[config.mk]
export PLATFORM = sky130hd
export DESIGN_NAME = scff_chain_loader
export DESIGN_NICKNAME = d
export VERILOG_FILES = /design/src/rtl/scff_chain_loader.sv
export SDC_FILE = /design/constraint.sdc
export NUM_CORES = 1
export LEC_CHECK = 0
export CAP_MARGIN = 0
export CORE_UTILIZATION = 45
export DETAILED_ROUTE_END_ITERATION = 6
export MAX_ROUTING_LAYER = met4
export PLACE_DENSITY = 0.78
export SYNTH_ARGS = -nofsm -noshare
export SYNTH_HDL_FRONTEND = slang
export SYNTH_SLANG_ARGS = --single-unit
export TNS_END_PERCENT = 10
[constraint.sdc]
create_clock -name clk -period 1.85 [get_ports clk]
set_clock_uncertainty 0.2 [all_clocks]
set_input_delay 0.185 -clock clk [delete_from_list [all_inputs] [get_ports clk]]
set_output_delay 0.185 -clock clk [all_outputs]
set_load 0.02 [all_outputs]
[src/rtl/scff_chain_loader.sv]
// Configuration chain loader: serialises input words into the scff chain head
// and repacks the old chain contents leaving the tail into readback words.
module scff_chain_loader #(
   parameter int CHAIN_LEN = 64,
   parameter int WORD_W    = 8,
   parameter bit MSB_FIRST = 1'b0
) (
   input  logic              clk,
   input  logic              rst,
   input  logic              start,
   input  logic              s_valid,
   output logic              s_ready,
   input  logic [WORD_W-1:0] s_data,
   output logic              m_valid,
   input  logic              m_ready,
   output logic [WORD_W-1:0] m_data,
   output logic              sc_head,
   output logic              sc_en,
   input  logic              sc_tail,
   output logic              busy,
   output logic              done
);

   localparam int NWORDS    = (CHAIN_LEN + WORD_W - 1) / WORD_W;
   localparam int LAST_BITS = CHAIN_LEN - (NWORDS - 1) * WORD_W;
   localparam int CW        = $clog2(WORD_W + 1);
   localparam int NW        = $clog2(NWORDS + 1);
   localparam int BW        = $clog2(CHAIN_LEN + 1);

   typedef enum logic [1:0] {S_IDLE, S_SHIFT, S_FLUSH} state_t;

   state_t            r_state, w_next;
   logic [WORD_W-1:0] r_buf, r_cap, r_m_data, w_cap_new;
   logic [CW-1:0]     r_in_cnt, r_cap_cnt;
   logic [NW-1:0]     r_words_in;
   logic [BW-1:0]     r_bit_cnt;
   logic              r_cap_full, r_m_valid, r_head, r_done;
   logic              w_m_free, w_out_block, w_shift, w_buf_bit, w_s_ready;
   logic              w_accept, w_last_bit, w_cap_last;

   always_comb begin
      w_m_free    = !r_m_valid || m_ready;
      w_out_block = r_cap_full && !w_m_free;
      w_shift     = (r_state == S_SHIFT) && (r_in_cnt != '0) && !w_out_block;
      w_buf_bit   = MSB_FIRST ? r_buf[WORD_W-1] : r_buf[0];
      w_s_ready   = (r_state == S_SHIFT) && (r_words_in < NW'(NWORDS)) &&
                    ((r_in_cnt == '0) || ((r_in_cnt == CW'(1)) && w_shift));
      w_accept    = s_valid && w_s_ready;
      w_last_bit  = (r_bit_cnt == BW'(CHAIN_LEN - 1));
      w_cap_last  = (r_cap_cnt == CW'(WORD_W - 1)) || w_last_bit;
      // A held (complete) word is always drained on any cycle that shifts,
      // so the new bit starts a fresh word.
      w_cap_new   = r_cap_full ? '0 : r_cap;
      for (int i = 0; i < WORD_W; i++) begin
         if (CW'(MSB_FIRST ? (WORD_W - 1 - i) : i) == r_cap_cnt)
            w_cap_new[i] = sc_tail;
      end
   end

   always_comb begin
      w_next = r_state;
      case (r_state)
         S_IDLE:  if (start) w_next = S_SHIFT;
         S_SHIFT: if (w_shift && w_last_bit) w_next = S_FLUSH;
         S_FLUSH: if (r_m_valid && m_ready && !r_cap_full) w_next = S_IDLE;
         default: w_next = S_IDLE;
      endcase
   end

   always_ff @(posedge clk or posedge rst) begin
      if (rst) begin
         r_state    <= S_IDLE;
         r_buf      <= '0;
         r_in_cnt   <= '0;
         r_words_in <= '0;
         r_bit_cnt  <= '0;
         r_cap      <= '0;
         r_cap_cnt  <= '0;
         r_cap_full <= 1'b0;
         r_m_valid  <= 1'b0;
         r_m_data   <= '0;
         r_head     <= 1'b0;
         r_done     <= 1'b0;
      end else begin
         r_state <= w_next;
         r_done  <= (r_state == S_FLUSH) && (w_next == S_IDLE);
         if (r_state == S_IDLE) begin
            if (start) begin
               r_buf      <= '0;
               r_in_cnt   <= '0;
               r_words_in <= '0;
               r_bit_cnt  <= '0;
               r_cap      <= '0;
               r_cap_cnt  <= '0;
               r_cap_full <= 1'b0;
            end
         end else begin
            if (w_accept) begin
               r_buf      <= s_data;
               r_in_cnt   <= (r_words_in == NW'(NWORDS - 1)) ? CW'(LAST_BITS) : CW'(WORD_W);
               r_words_in <= r_words_in + NW'(1);
            end else if (w_shift) begin
               r_buf    <= MSB_FIRST ? (r_buf << 1) : (r_buf >> 1);
               r_in_cnt <= r_in_cnt - CW'(1);
            end
            if (w_shift) begin
               r_bit_cnt <= r_bit_cnt + BW'(1);
               r_head    <= w_buf_bit;
            end

            // NOTE: later non-blocking assignments in this block override
            // earlier ones, so the capture path below wins over the drain path.
            if (r_m_valid && m_ready)
               r_m_valid <= 1'b0;
            if (r_cap_full && w_m_free) begin
               r_m_data   <= r_cap;
               r_m_valid  <= 1'b1;
               r_cap      <= '0;
               r_cap_full <= 1'b0;
            end
            if (w_shift) begin
               if (w_cap_last) begin
                  r_cap_cnt <= '0;
                  if (w_m_free && !r_cap_full) begin
                     r_m_data  <= w_cap_new;
                     r_m_valid <= 1'b1;
                     r_cap     <= '0;
                  end else begin
                     r_cap      <= w_cap_new;
                     r_cap_full <= 1'b1;
                  end
               end else begin
                  r_cap     <= w_cap_new;
                  r_cap_cnt <= r_cap_cnt + CW'(1);
               end
            end
         end
      end
   end

   assign s_ready = w_s_ready;
   assign sc_en   = w_shift;
   assign sc_head = w_shift ? w_buf_bit : r_head;
   assign m_valid = r_m_valid;
   assign m_data  = r_m_data;
   assign busy    = (r_state != S_IDLE);
   assign done    = r_done;

endmodule

# Word-level counts from Yosys, hierarchy flattened
# Index checks and enable logic that the tools add are counted.
[classes]
order_cmp = 1
n_addsub = 4
mux = 50
n_reduce_logical = 34
n_eq_ne = 13
[ops]
columns = ["cell", "n"]
rows = [
  ["$mux W8", 14],
  ["$mux W4", 9],
  ["$mux W7", 3],
  ["$mux W1", 20],
  ["$eq A3 B4 Y1 const A", 4],
  ["$logic_and A1 B1 Y1", 13],
  ["$add A4 B1 Y4 const B", 2],
  ["$eq A2 B4 Y1 const A", 2],
  ["$logic_not A4 Y1", 2],
  ["$reduce_and A2 Y1", 4],
  ["$add A7 B1 Y7 const B", 1],
  ["$eq A7 B6 Y1 const B", 1],
  ["$mux W2", 3],
  ["$pmux W2 S3", 1],
  ["$reduce_bool A2 Y1", 3],
  ["$reduce_bool A3 Y1", 2],
  ["$eq A1 B4 Y1 const A", 1],
  ["$eq A4 B1 Y1 const B", 1],
  ["$eq A4 B3 Y1 const B", 1],
  ["$logic_not A1 Y1", 4],
  ["$logic_not A2 Y1", 2],
  ["$lt A4 B4 Y1 const B", 1],
  ["$reduce_bool A4 Y1", 1],
  ["$sub A4 B1 Y4 const B", 1],
  ["4 further kinds", 6],
]
[totals]
out_inout_bits = 14
in_bits = 14
register_bits = 49

# Longest topological paths before layout
# Gate-level depths: netlist of the first run.
[depth]
depth_word = 12
mapped_depth = 8

# Worst setup path after synthesis of the first run
# OpenSTA, ideal clock, no wires.
[synth_timing]
path_kind = "register to output"
start = "reg r_in_cnt[0]"
end = "out sc_head"
required_time_ns = 1.465
n_path_buf = 2
stages_incl_launch_ff = 9
arrival_time_ns = 1.708
slack_ns = -0.243
cell_sequence = "dfrtp_1 inv_1 ha_1 or3b_1 nand3_1 buf_2 buf_2 nand2_1 nand2_1"
[synth_via]
elab_chain_len = 4
[synth_lines]
columns = ["item", "line_no", "rtl"]
rows = [
  ["start: declaration", "34", "logic [CW-1:0] r_in_cnt, r_cap_cnt;"],
  ["start signal: assignment", "100", "r_in_cnt <= (r_words_in == NW'(NWORDS - 1)) ? CW'(LAST_BITS) : CW'(WORD_W);"],
  ["start signal: assignment", "104", "r_in_cnt <= r_in_cnt - CW'(1);"],
  ["$reduce_bool A4 Y1", "44", "w_shift = (r_state == S_SHIFT) && (r_in_cnt != '0) && !w_out_block;"],
  ["$logic_and A1 B1 Y1 (2 in a row)", "44", ""],
  ["$mux W1", "--", ""],
  ["end: declaration", "17", "output logic sc_head,"],
]
# No other way between the ends.

# Worst setup path in the final report of the first run
[layout_timing]
start = "reg r_in_cnt[1]"
end = "reg r_bit_cnt[6]"
[layout_via]
elab_chain_len = 5
[layout_lines]
columns = ["item", "line_no", "rtl"]
rows = [
  ["$reduce_bool A4 Y1", "44", ""],
  ["$logic_and A1 B1 Y1 (2 in a row)", "44", ""],
  ["$reduce_bool A2 Y1 (no source line)", "--", ""],
  ["$reduce_and A2 Y1 (no source line)", "--", ""],
  ["end signal: assignment", "107", "r_bit_cnt <= r_bit_cnt + BW'(1);"],
  ["end: declaration", "36", "logic [BW-1:0] r_bit_cnt;"],
]
# No other way between the ends.
# A chain may end at the register's enable or synchronous reset.

==> results of run 1 <==
-- flip-flops by register name, indices dropped and copies added (netlist names) --
signal,count
r_words_in,4
r_cap_cnt,4
r_head,1
r_state,2
m_valid,1
r_buf,8
r_cap,8
r_in_cnt,4
r_bit_cnt,7
done,1
m_data,8
r_cap_full,1
-- logic make-up (layout without fill, tap and decap cells) --
kind of cell | after synthesis | in the layout
compound gates | 78 | 78
flops | 49 | 49
buf+inv | 32 | 110
mux | 7 | 7
simple gates | 100 | 100
fa+ha+maj | 9 | 9
xor+xnor | 1 | 1
-- critical path: stages, from the launching register on --
cell and delay (ps):
dfrtp_1 380, inv_2 60, ha_4 150, buf_4 120
nor3b_4 140, or4b_4 520, or3_1 330, a21oi_1 130
-- stage by stage --
step           total power [W]  utilization [%]  instance area, um2
2_1_floorplan          0.00357                -                2670
3_3_place_gp           0.00468             60.3                3360
3_5_place_dp           0.00482             60.3                3360
4_1_cts                0.00569             63.8                3550
5_1_grt                0.00623             64.9                3620
6_report               0.00579             64.9                3620
-- area by class of cell --
| cell class | instances | area (um2) |
|---|---|---|
| fill | 463 | 1950 |
| multi-input combinational | 195 | 1440 |
| sequential | 49 | 1230 |
| timing repair buffer | 83 | 709 |
| tap | 72 | 90.1 |
| inverter | 19 | 73.8 |
| clock buffer | 6 | 72.6 |
| clock inverter | 2 | 10.0 |
-- where the power goes --
group	switching, W	internal [W]
Clock	0.000364	0.000263
Sequential	0.000305	0.00151
Combinational	0.00167	0.00168
Total	0.00234	0.00345
-- per-layer routing --
metal  track usage (%)  up-vias
li1                  -     1160
met1              26.6     1138
met2              38.3       47
met3              3.60       12
met4              9.63        0
met5                 -        -
-- worst paths after layout --
path | startpoint | to | slack [ps] | depth (start not counted)
worst max-delay path | r_in_cnt[1] | r_bit_cnt[6] | -260 | 7
worst min-delay path | rst | m_data[5] | 30 | 3
worst max register to register | r_in_cnt[1] | r_bit_cnt[6] | -260 | 7
worst min register to register | r_cap[7] | r_cap[7] | 330 | 1
max in group asynchronous | rst | r_bit_cnt[4] | 1200 | 3
min in group clk | s_data[7] | r_buf[7] | 240 | 2
-- cell usage after synthesis, types with 9 or more instances --
library cell  instances
nor2_1               20
o2bb2ai_1             9
a31oi_1              16
nand2b_1              9
a21oi_1              15
inv_1                19
nand2_1              23
dfrtp_1              49
ha_1                  9
o21ai_0              12
nand3_1              10
nor3_1                9
-- timing repair --
item                       4_1_cts  5_1_grt
setup buffers                    3        1
setup endpoints to repair       46       50
pin swaps                        8        6
hold buffers                     0        0
gates resized for setup         42       14
==> impl_results.md, run 1 <==
* Status: complete, but fails checks
* Violated checks: negative setup slack
* Largest family of logic cells by synthesized area: simple AND/OR/NAND/NOR gates
* First-pass DRT Iterations at 4
* Type of the worst setup path: flip-flop to flip-flop
* Compound-Gate Fraction of Synth Area at approximately a fifth
* Wire length per cell at 14.6 um
* Worst path arrival time at 2140 ps
* Post-DR vias/cell at 5.53
* Fin Hold WS at 30.2 ps
* TNS Setup at -5080 ps
* Peak supply drop at just under 0.8 mV
* Number of port buffers at 27
* Post-synth EDFFs at 0
* Slew Viols, Final at 0
* Area grow syn2layout at 37.0%
* Max Fclk at 0.474 GHz
* Rel. slew slack at between 70% and 80%
* Worst hold path class: input pin to asynchronous set/reset pin
* Slew @ Worst Pin at 323 ps
* Worst Slack Setup Final at -259 ps
* Synth Area per Inst at roughly 9.6 um2
* Minimum clock period at 2110 ps
* Commonest cells after routing, fill and taps aside: buf_4 (53), dfrtp_1 (49), clkdlybuf4s50_1 (22)
* Largest net degree at the start of global routing at 50
* Post-Route WL at 6210 um
* Highest metal used: met4
* Die ar. at between 6000 and 7000 um2
* Synth top area share at 46.4%
* RSZ-0062 raised after global routing: true
* Mapped Nets at 299
* Congestion Overflow GR at 0
* Initial antenna violation count at 0
* DP Wirelength at roughly 4400 um
* Layout cells sized above 1 at between 20% and 30%
* Cells after synthesis at approximately 280
* Post-Synth Simple-Gate Area at 20.8%
* Top Ports at 28
* Top FF cell, synth: dfrtp_1
* Met2 wire len at 3170 um
* Top post-synthesis cells by area: dfrtp_1 (46%), ha_1 (4.3%), a31oi_1 (3.8%)
* Pre-CTS setup slack at -443 ps
* Power Density at 1600 nW/um2
* Total leakage power at between 1.5 and 2 nW
* Final period util at 114%
* Worst path required time at 1880 ps
* # diodes at 0
* Core Rows at 27
* Gpl congestion at 0.815
* Clk_lat worst skew at 310 ps
* Die W at 78.6 um
* Met3 Wirelength at 188 um
* Final setup viols at 45
* Clock buffer depth at 2
* Async SR Flop Fraction at 100%
* Mapped Area at 2640 um2
* DRC Markers at 0
* Clock sinks at 49
* GR Util All Layers at 22.6%
* Chip Height at around 80 um
* Yosys reg bits at 49
* Root Buffer: clkbuf_8
* Initial Util at 47.4%
* Startpoint Class: flip-flop
* Endpoint type of the worst setup path: flip-flop
* Commonest non-fill, non-tap cell in the layout: buf_4
* CTS tree: yes
* Number of global-route vias before repair at around 2400
* Via count at 2357
* Synth cell types at 51
* Placed cell count at between 400 and 500
* CTS Buf Count at 5
* Post-synthesis mux area share at around 3.1%
* Final non-filler cell total at 426
* First-pass GRT wire length at roughly 11000 um
* # Max-Cap Violations at 0
* Routed Antenna Nets at 0
* Reg clk slew, reported paths at 90 ps
* Fin nets at approximately 380
* WL met1 at between 2000 and 3000 um
* H-tree depth at 2
* DRT iter0 DRCs at around 140
* Ys Warns at 0
* Crit-path max FO at 2
* Synth area leader: dfrtp_1
* Synth Area in Adders at 4.26%
* Sequential area share after synthesis at 46.4%
* Post-Synth XOR/XNOR Area at 0.332%
* Core Area at 5570 um2
* Hold Vio Cnt, Final at 0
Note: power is estimated with default switching activity, not from simulation.
==> inputs of run 2 (changes only) <==
--- a/config.mk
+++ b/config.mk
@@ -5,7 +5,6 @@
 export SDC_FILE = /design/constraint.sdc
 export NUM_CORES = 1
 export LEC_CHECK = 0
-export CAP_MARGIN = 0
 export CORE_UTILIZATION = 45
 export DETAILED_ROUTE_END_ITERATION = 6
 export MAX_ROUTING_LAYER = met4
@@ -13,4 +12,4 @@
 export SYNTH_ARGS = -nofsm -noshare
 export SYNTH_HDL_FRONTEND = slang
 export SYNTH_SLANG_ARGS = --single-unit
-export TNS_END_PERCENT = 10
+export TNS_END_PERCENT = 100
==> constraint.sdc (replaced) <==
create_clock -name clk -period 1.85 [get_ports clk]
set_clock_uncertainty 0.2 [all_clocks]
set_input_delay 0.37 -clock clk [delete_from_list [all_inputs] [get_ports clk]]
set_output_delay 0.37 -clock clk [all_outputs]
set_load 0.02 [all_outputs]
==> run 2 against run 1 <==
Against the previous run: the run still ends with negative setup slack left; sequential power up 2%; global-route usage up 4.0 points; non-clock buffer count up 17; sequential share of layout area down 4.4 points; routed wire length up 28%; highest routed layer unchanged.
==> impl_results.md, run 2 (synthesized netlist as in run 1, its figures left out) <==
* Power Density at 1680 nW/um2 (+5.1%)
* Wire length per cell at 17.9 um (+23%)
* Root Buffer: clkbuf_8
* Crit-path max FO at 3 (+1)
* Fin nets at 393 (+4.5%)
* Sequential cell area at 1230 um2 (+0.10%)
* Final non-filler cell total at 443 (+4.0%)
* Gpl congestion at 0.819 (+0.58%)
* Core Rows at 27 (unchanged)
* Initial Util at 47.4% (unchanged)
* Clock buffer depth at 2 (unchanged)
* DRC Markers at 0 (unchanged)
* Largest net degree at the start of global routing at 50 (unchanged)
* Slew Viols, Final at 0 (unchanged)
* RSZ-0062 raised after global routing: true
* Number of global-route vias before repair at 2635 (+11%)
* TNS Setup at -9620 ps (-4550 ps)
* Crit Reg-Reg Endpoint: r_bit_cnt[6]
* # Max-Cap Violations at 0 (unchanged)
* Initial antenna violation count at 0 (unchanged)
* Worst path arrival time at 1740 ps (-400 ps)
* Core Area at 5570 um2 (unchanged)
* Die W at 78.6 um (unchanged)
* Placed cell count at 419 (+1.2%)
* R2R Setup Slk at -430 ps (-170 ps)
* CTS Buf Count at 5 (unchanged)
* R2R depth at 8 (+1)
* Endpoint type of the worst setup path: output port
* Post-Route WL at 7940 um (+28%)
* Max Fclk at 0.433 GHz (-8.7%)
* First-pass DRT Iterations at 4 (unchanged)
* Hold Vio Cnt, Final at 0 (unchanged)
* Violated checks: negative setup slack
* Footprint of the multi-input gates at 1690 um2 (+18%)
* DRT iter0 DRCs at 102 (-28%)
* Startpoint Class: flip-flop
* Type of the worst setup path: flip-flop to output port
* Worst Slack Setup Final at -460 ps (-202 ps)
* Minimum clock period at 2310 ps (+202 ps)
* Top Ports at 28 (unchanged)
* Total leakage power at 1.88 nW (+15%)
* Reg clk slew, reported paths at 90 ps (about the same)
* Hold-fix buffers at CTS at 0 (unchanged)
* Congestion Overflow GR at 0 (unchanged)
* Clk_lat worst skew at 310 ps (about the same)
* Commonest non-fill, non-tap cell in the layout: dfrtp_1
* Chip Height at 78.6 um (unchanged)
* CTS tree: yes
* R2r startpoint: r_in_cnt[0]
* Status: complete, but fails checks
* Clock sinks at 49 (unchanged)
* Commonest cells after routing, fill and taps aside: dfrtp_1 (48), buf_4 (47), buf_6 (26)
* Via count at 2620 (+11%)
* Rel. slew slack at 76.6% (-1.8 points)
* Layout cells sized above 1 at 42.9% (+13 points)
* Final period util at 125% (+11 points)
* Peak supply drop at 1.02 mV (+29%)
* Number of port buffers at 27 (unchanged)
* GR Util All Layers at 26.6% (+4.0 points)
* Die ar. at 6180 um2 (unchanged)
* DP Wirelength at 4660 um (+6.8%)
* Routed Antenna Nets at 0 (unchanged)
* Worst hold path class: input pin to asynchronous set/reset pin
* H-tree depth at 2 (unchanged)
* Worst path required time at 1280 ps (-600 ps)
* Slew @ Worst Pin at 349 ps (+26.2 ps)
* Final setup viols at 47 (+4.4%)
* Fin Hold WS at 204 ps (+174 ps)
* # fillers at 345 (-25%)
* First-pass GRT wire length at 12300 um (+15%)
* Post-DR vias/cell at 5.91 (+6.9%)
* # diodes at 0 (unchanged)
* Total power at 0.00700 W (+21%)
* Area grow syn2layout at 57.5%
run 2: changes by cell type in the layout (fill, tap and decap cells not counted), sizes merged:
cell / previous run / this run
bufinv: 0 / 1
clkinv: 2 / 0
clkdlybuf4s50: 22 / 13
buf: 59 / 77
clkinvlp: 0 / 1
dlymetal6s2s: 1 / 9
run 2: per-stage QoR:
step                instance area [um2]  utilization (%)  setup slack, ps
global route                       4160             74.6             -515
CTS                                3880             69.6             -451
finish                             4160             74.6             -460
detailed placement                 3440             61.6             -805
floorplan                          2700                -             -204
global placement                   3440             61.6             -760
run 2: critical path: stages (launching register included):
cell and delay [ps]:
dfrtp_1 400, inv_2 90, ha_4 130, or3b_4 390
nand3_4 110, buf_6 120, nand2_4 50, nand2_4 50
buf_6 110
run 2: area by class of cell:
class / instances / share of cell area, %
Sequential cell: 49 / 29.5
Timing Repair Buffer: 100 / 23.0
Clock buffer: 6 / 1.98
Tap cell: 72 / 2.17
Inverter: 19 / 1.77
Clock inverter: 2 / 0.902
Multi-Input combinational cell: 195 / 40.7
run 2: power breakdown:
part	total [W]	switching [W]	internal (W)	leakage [nW]
clock network	0.000821	0.000381	0.000440	0.0574
registers	0.00186	0.000348	0.00151	0.614
logic	0.00432	0.00214	0.00218	1.21
run 2: how the worst max path moves through the flow:
stage / startpoint / endpoint / slack (ps) / cells past startpoint
3_3_place_gp: m_ready / sc_head / -760 / 7
5_1_grt: r_in_cnt[0] / sc_head / -510 / 8
3_5_place_dp: m_ready / sc_head / -800 / 7
2_1_floorplan: r_in_cnt[0] / sc_head / -200 / 8
4_1_cts: r_in_cnt[0] / sc_head / -450 / 8
6_report: r_in_cnt[0] / sc_head / -460 / 8
run 2: routing by layer:
layer,up-vias,share of wire [%],GRT usage [%]
met1,1280,36,26.2
li1,1200,-,-
met5,-,0,-
met4,0,4.4,13.0
met3,37,4.2,6.16
met2,103,55,48.9
run 2: what timing repair did:
action | 4_1_cts | 5_1_grt
gates resized for setup | 81 | 59
setup endpoints to repair | 48 | 60
pin swaps | 27 | 16
buffers inserted | 12 | 8
==> inputs of run 3 (changes only) <==
--- a/config.mk
+++ b/config.mk
@@ -5,10 +5,10 @@
 export SDC_FILE = /design/constraint.sdc
 export NUM_CORES = 1
 export LEC_CHECK = 0
-export CORE_UTILIZATION = 45
+export CORE_UTILIZATION = 51
 export DETAILED_ROUTE_END_ITERATION = 6
 export MAX_ROUTING_LAYER = met4
-export PLACE_DENSITY = 0.78
+export PLACE_DENSITY = 0.86
 export SYNTH_ARGS = -nofsm -noshare
 export SYNTH_HDL_FRONTEND = slang
 export SYNTH_SLANG_ARGS = --single-unit
==> constraint.sdc (replaced) <==
create_clock -name clk -period 1.85 [get_ports clk]
set_clock_uncertainty 0.2 [all_clocks]
set_input_delay 0.37 -clock clk [delete_from_list [all_inputs] [get_ports clk]]
set_output_delay 0.37 -clock clk [all_outputs]
set_load 0.005 [all_outputs]
==> run 3 against run 2 <==
Against the previous run: the run still ends with negative setup slack left; register-to-register slack got worse by 110 ps; die area fell by 11%; first-iteration DRC count rose to 3.6 times the previous value; sequential power rose by 2%; combinational power rose by 6.5%; critical path depth did not move; flip-flop and latch count did not move; setup slack got worse by 110 ps; clock power fell by 2%; non-clock buffer count rose by 4; critical endpoint unchanged; largest power group unchanged; highest routed layer unchanged.
==> impl_results.md, run 3 (synthesized netlist as in run 1, its figures left out) <==
* Clk_lat worst skew at 310 ps (about the same)
* Layout cells sized above 1 at 42.7% (-0.19 points)
* Area grow syn2layout at 58.1%
* Met3 Use GR at 5.69% (-0.47 points)
* Type of the worst setup path: flip-flop to output port
* Worst hold path class: input pin to asynchronous set/reset pin
* Largest net degree at the start of global routing at 40 (-20%)
* Final core occ at 86.1% (+12 points)
* CTS tree: yes
* # fillers at 224 (-35%)
* Total leakage power at 1.85 nW (-1.5%)
* H-tree depth at 2 (unchanged)
* R2R Setup Slk at -540 ps (-110 ps)
* GRT Max-Usage Layer: met2
* Sequential power share at 26.0% (-0.6 points)
* Die ar. at 5470 um2 (-11%)
* Pint at 0.00435 W (+5.3%)
* Initial Util at 54.5% (+7.1 points)
* Slew Viols, Final at 0 (unchanged)
* Placed cell area at 3340 um2 (-2.7%)
* Worst Slack Setup Final at -571 ps (-111 ps)
* First-pass DRT Iterations at 5 (+1)
* DP Wirelength at 4640 um (-0.55%)
* Met1 usage at 35.1% (+8.9 points)
* Peak supply drop at 1.04 mV (+1.5%)
* Number of port buffers at 27 (unchanged)
* # Max-Cap Violations at 0 (unchanged)
* Startpoint Class: flip-flop
* Pre-CTS setup slack at -692 ps (+113 ps)
* Violated checks: negative setup slack
* Minimum clock period at 2420 ps (+111 ps)
* Clock buffer depth at 2 (unchanged)
* RSZ-0062 raised after global routing: true
* GR Util All Layers at 32.6% (+6.0 points)
* Core Area at 4850 um2 (-13%)
* Number of global-route vias before repair at 2629 (-0.23%)
* Worst path required time at 1280 ps (about the same)
* Core Rows at 25 (-7.4%)
* Sw frac at 40.4% (-0.56 points)
* Rel. slew slack at 70.2% (-6.4 points)
* Reg clk slew, reported paths at 100 ps (about the same)
* Crit-path max FO at 3 (unchanged)
* DRC Markers at 0 (unchanged)
* Die W at 74.0 um (-5.9%)
* CTS Buf Count at 5 (unchanged)
* Commonest non-fill, non-tap cell in the layout: dfrtp_1
* Congestion Overflow GR at 0 (unchanged)
* Slew @ Worst Pin at 445 ps (+95.6 ps)
* Routed Antenna Nets at 0 (unchanged)
* Hold-fix buffers at CTS at 0 (unchanged)
* GR Util met2 at 58.4% (+9.5 points)
* Commonest cells after routing, fill and taps aside: dfrtp_1 (49), buf_4 (43), buf_6 (32)
* Gate power share at 63.0% (+1.3 points)
* # diodes at 0 (unchanged)
* Post-Route WL at 9150 um (+15%)
* Initial antenna violation count at 0 (unchanged)
* Clock power share at 11.1% (-0.6 points)
* Root Buffer: clkbuf_8
* Placed cell count at 407 (-2.9%)
* Endpoint type of the worst setup path: output port
* Status: complete, but fails checks
* Final non-filler cell total at 442 (-0.23%)
* Final Cell Area at 4180 um2 (+0.39%)
* First-pass GRT wire length at 12800 um (+4.2%)
* Wire length per cell at 20.7 um (+16%)
* Power Density at 1750 nW/um2 (+3.9%)
* Post-DR vias/cell at 6.31 (+6.8%)
* Net Sw Power at 0.00295 W (+2.9%)
* Gpl congestion at 0.830 (+1.2%)
* Hold Vio Cnt, Final at 0 (unchanged)
* Worst path arrival time at 1850 ps (+110 ps)
* Max Fclk at 0.413 GHz (-4.6%)
* DRT iter0 DRCs at 370 (+260%)
* Clock sinks at 49 (unchanged)
* Chip Height at 74.0 um (-5.9%)
* Top Ports at 28 (unchanged)
* Via count at 2791 (+6.5%)
* Final period util at 131% (+6.0 points)
* Fin nets at 397 (+1.0%)
* Final setup viols at 50 (+6.4%)
[run 3: metal layers]
layer  part of all wire [%]  vias to the layer above
li1                       -                     1202
met1                     36                     1384
met2                     54                      160
met3                    6.1                       45
met4                    4.5                        0
met5                      0                        -
[run 3: cell type report]
class	count	area, um2	share of cell area, %
multi-input combinational	195	1670	39.9
sequential	49	1230	29.4
tap	67	83.8	2.01
clock inverter	3	43.8	1.05
timing repair buffer	104	1010	24.3
inverter	19	73.8	1.77
clock buffer	5	68.8	1.65
[run 3: critical path: stages, from the launching register on]
cell,delay (ps)
dfrtp_1,410
inv_2,100
ha_4,160
or3b_4,410
nand3_4,130
buf_6,110
nand2_4,40
nand2_2,80
buf_6,100
[run 3: power by group through the flow]
stage,Sequential (W),Combinational (W),Clock (W)
final,0.00190,0.00460,0.000808
after floorplan,0.00181,0.00164,0
after detailed placement,0.00182,0.00285,0
after global placement,0.00179,0.00271,0
after CTS,0.00182,0.00375,0.000803
after global routing,0.00192,0.00486,0.000850
[run 3: worst paths after layout]
| check | depth (start not counted) | from | to |
|---|---|---|---|
| max | 8 | r_in_cnt[1] | sc_head |
| min | 2 | rst | r_buf[3] |
| max reg2reg | 9 | r_in_cnt[1] | r_bit_cnt[6] |
| min reg2reg | 2 | m_data[5] | m_data[5] |
| max in group asynchronous | 3 | rst | r_cap_cnt[2] |
| min in group clk | 2 | m_data[5] | m_data[5] |
[run 3: what timing repair did]
| item | in CTS | in global routing |
|---|---|---|
| setup endpoints to repair | 49 | 51 |
| gates resized for setup | 89 | 51 |
| buffers inserted | 16 | 17 |
| cloned | 1 | 0 |
| pin swaps | 27 | 33 |
[run 3: per-stage QoR]
step | hold WS, ps | TNS (ps) | power (W)
after detailed placement | 271 | -18060 | 0.00467
after CTS | 97.7 | -10400 | 0.00637
after global placement | 267 | -16330 | 0.00450
after floorplan | 251 | -1310 | 0.00345
final | 92.5 | -19770 | 0.00730
after global routing | 119 | -22170 | 0.00763
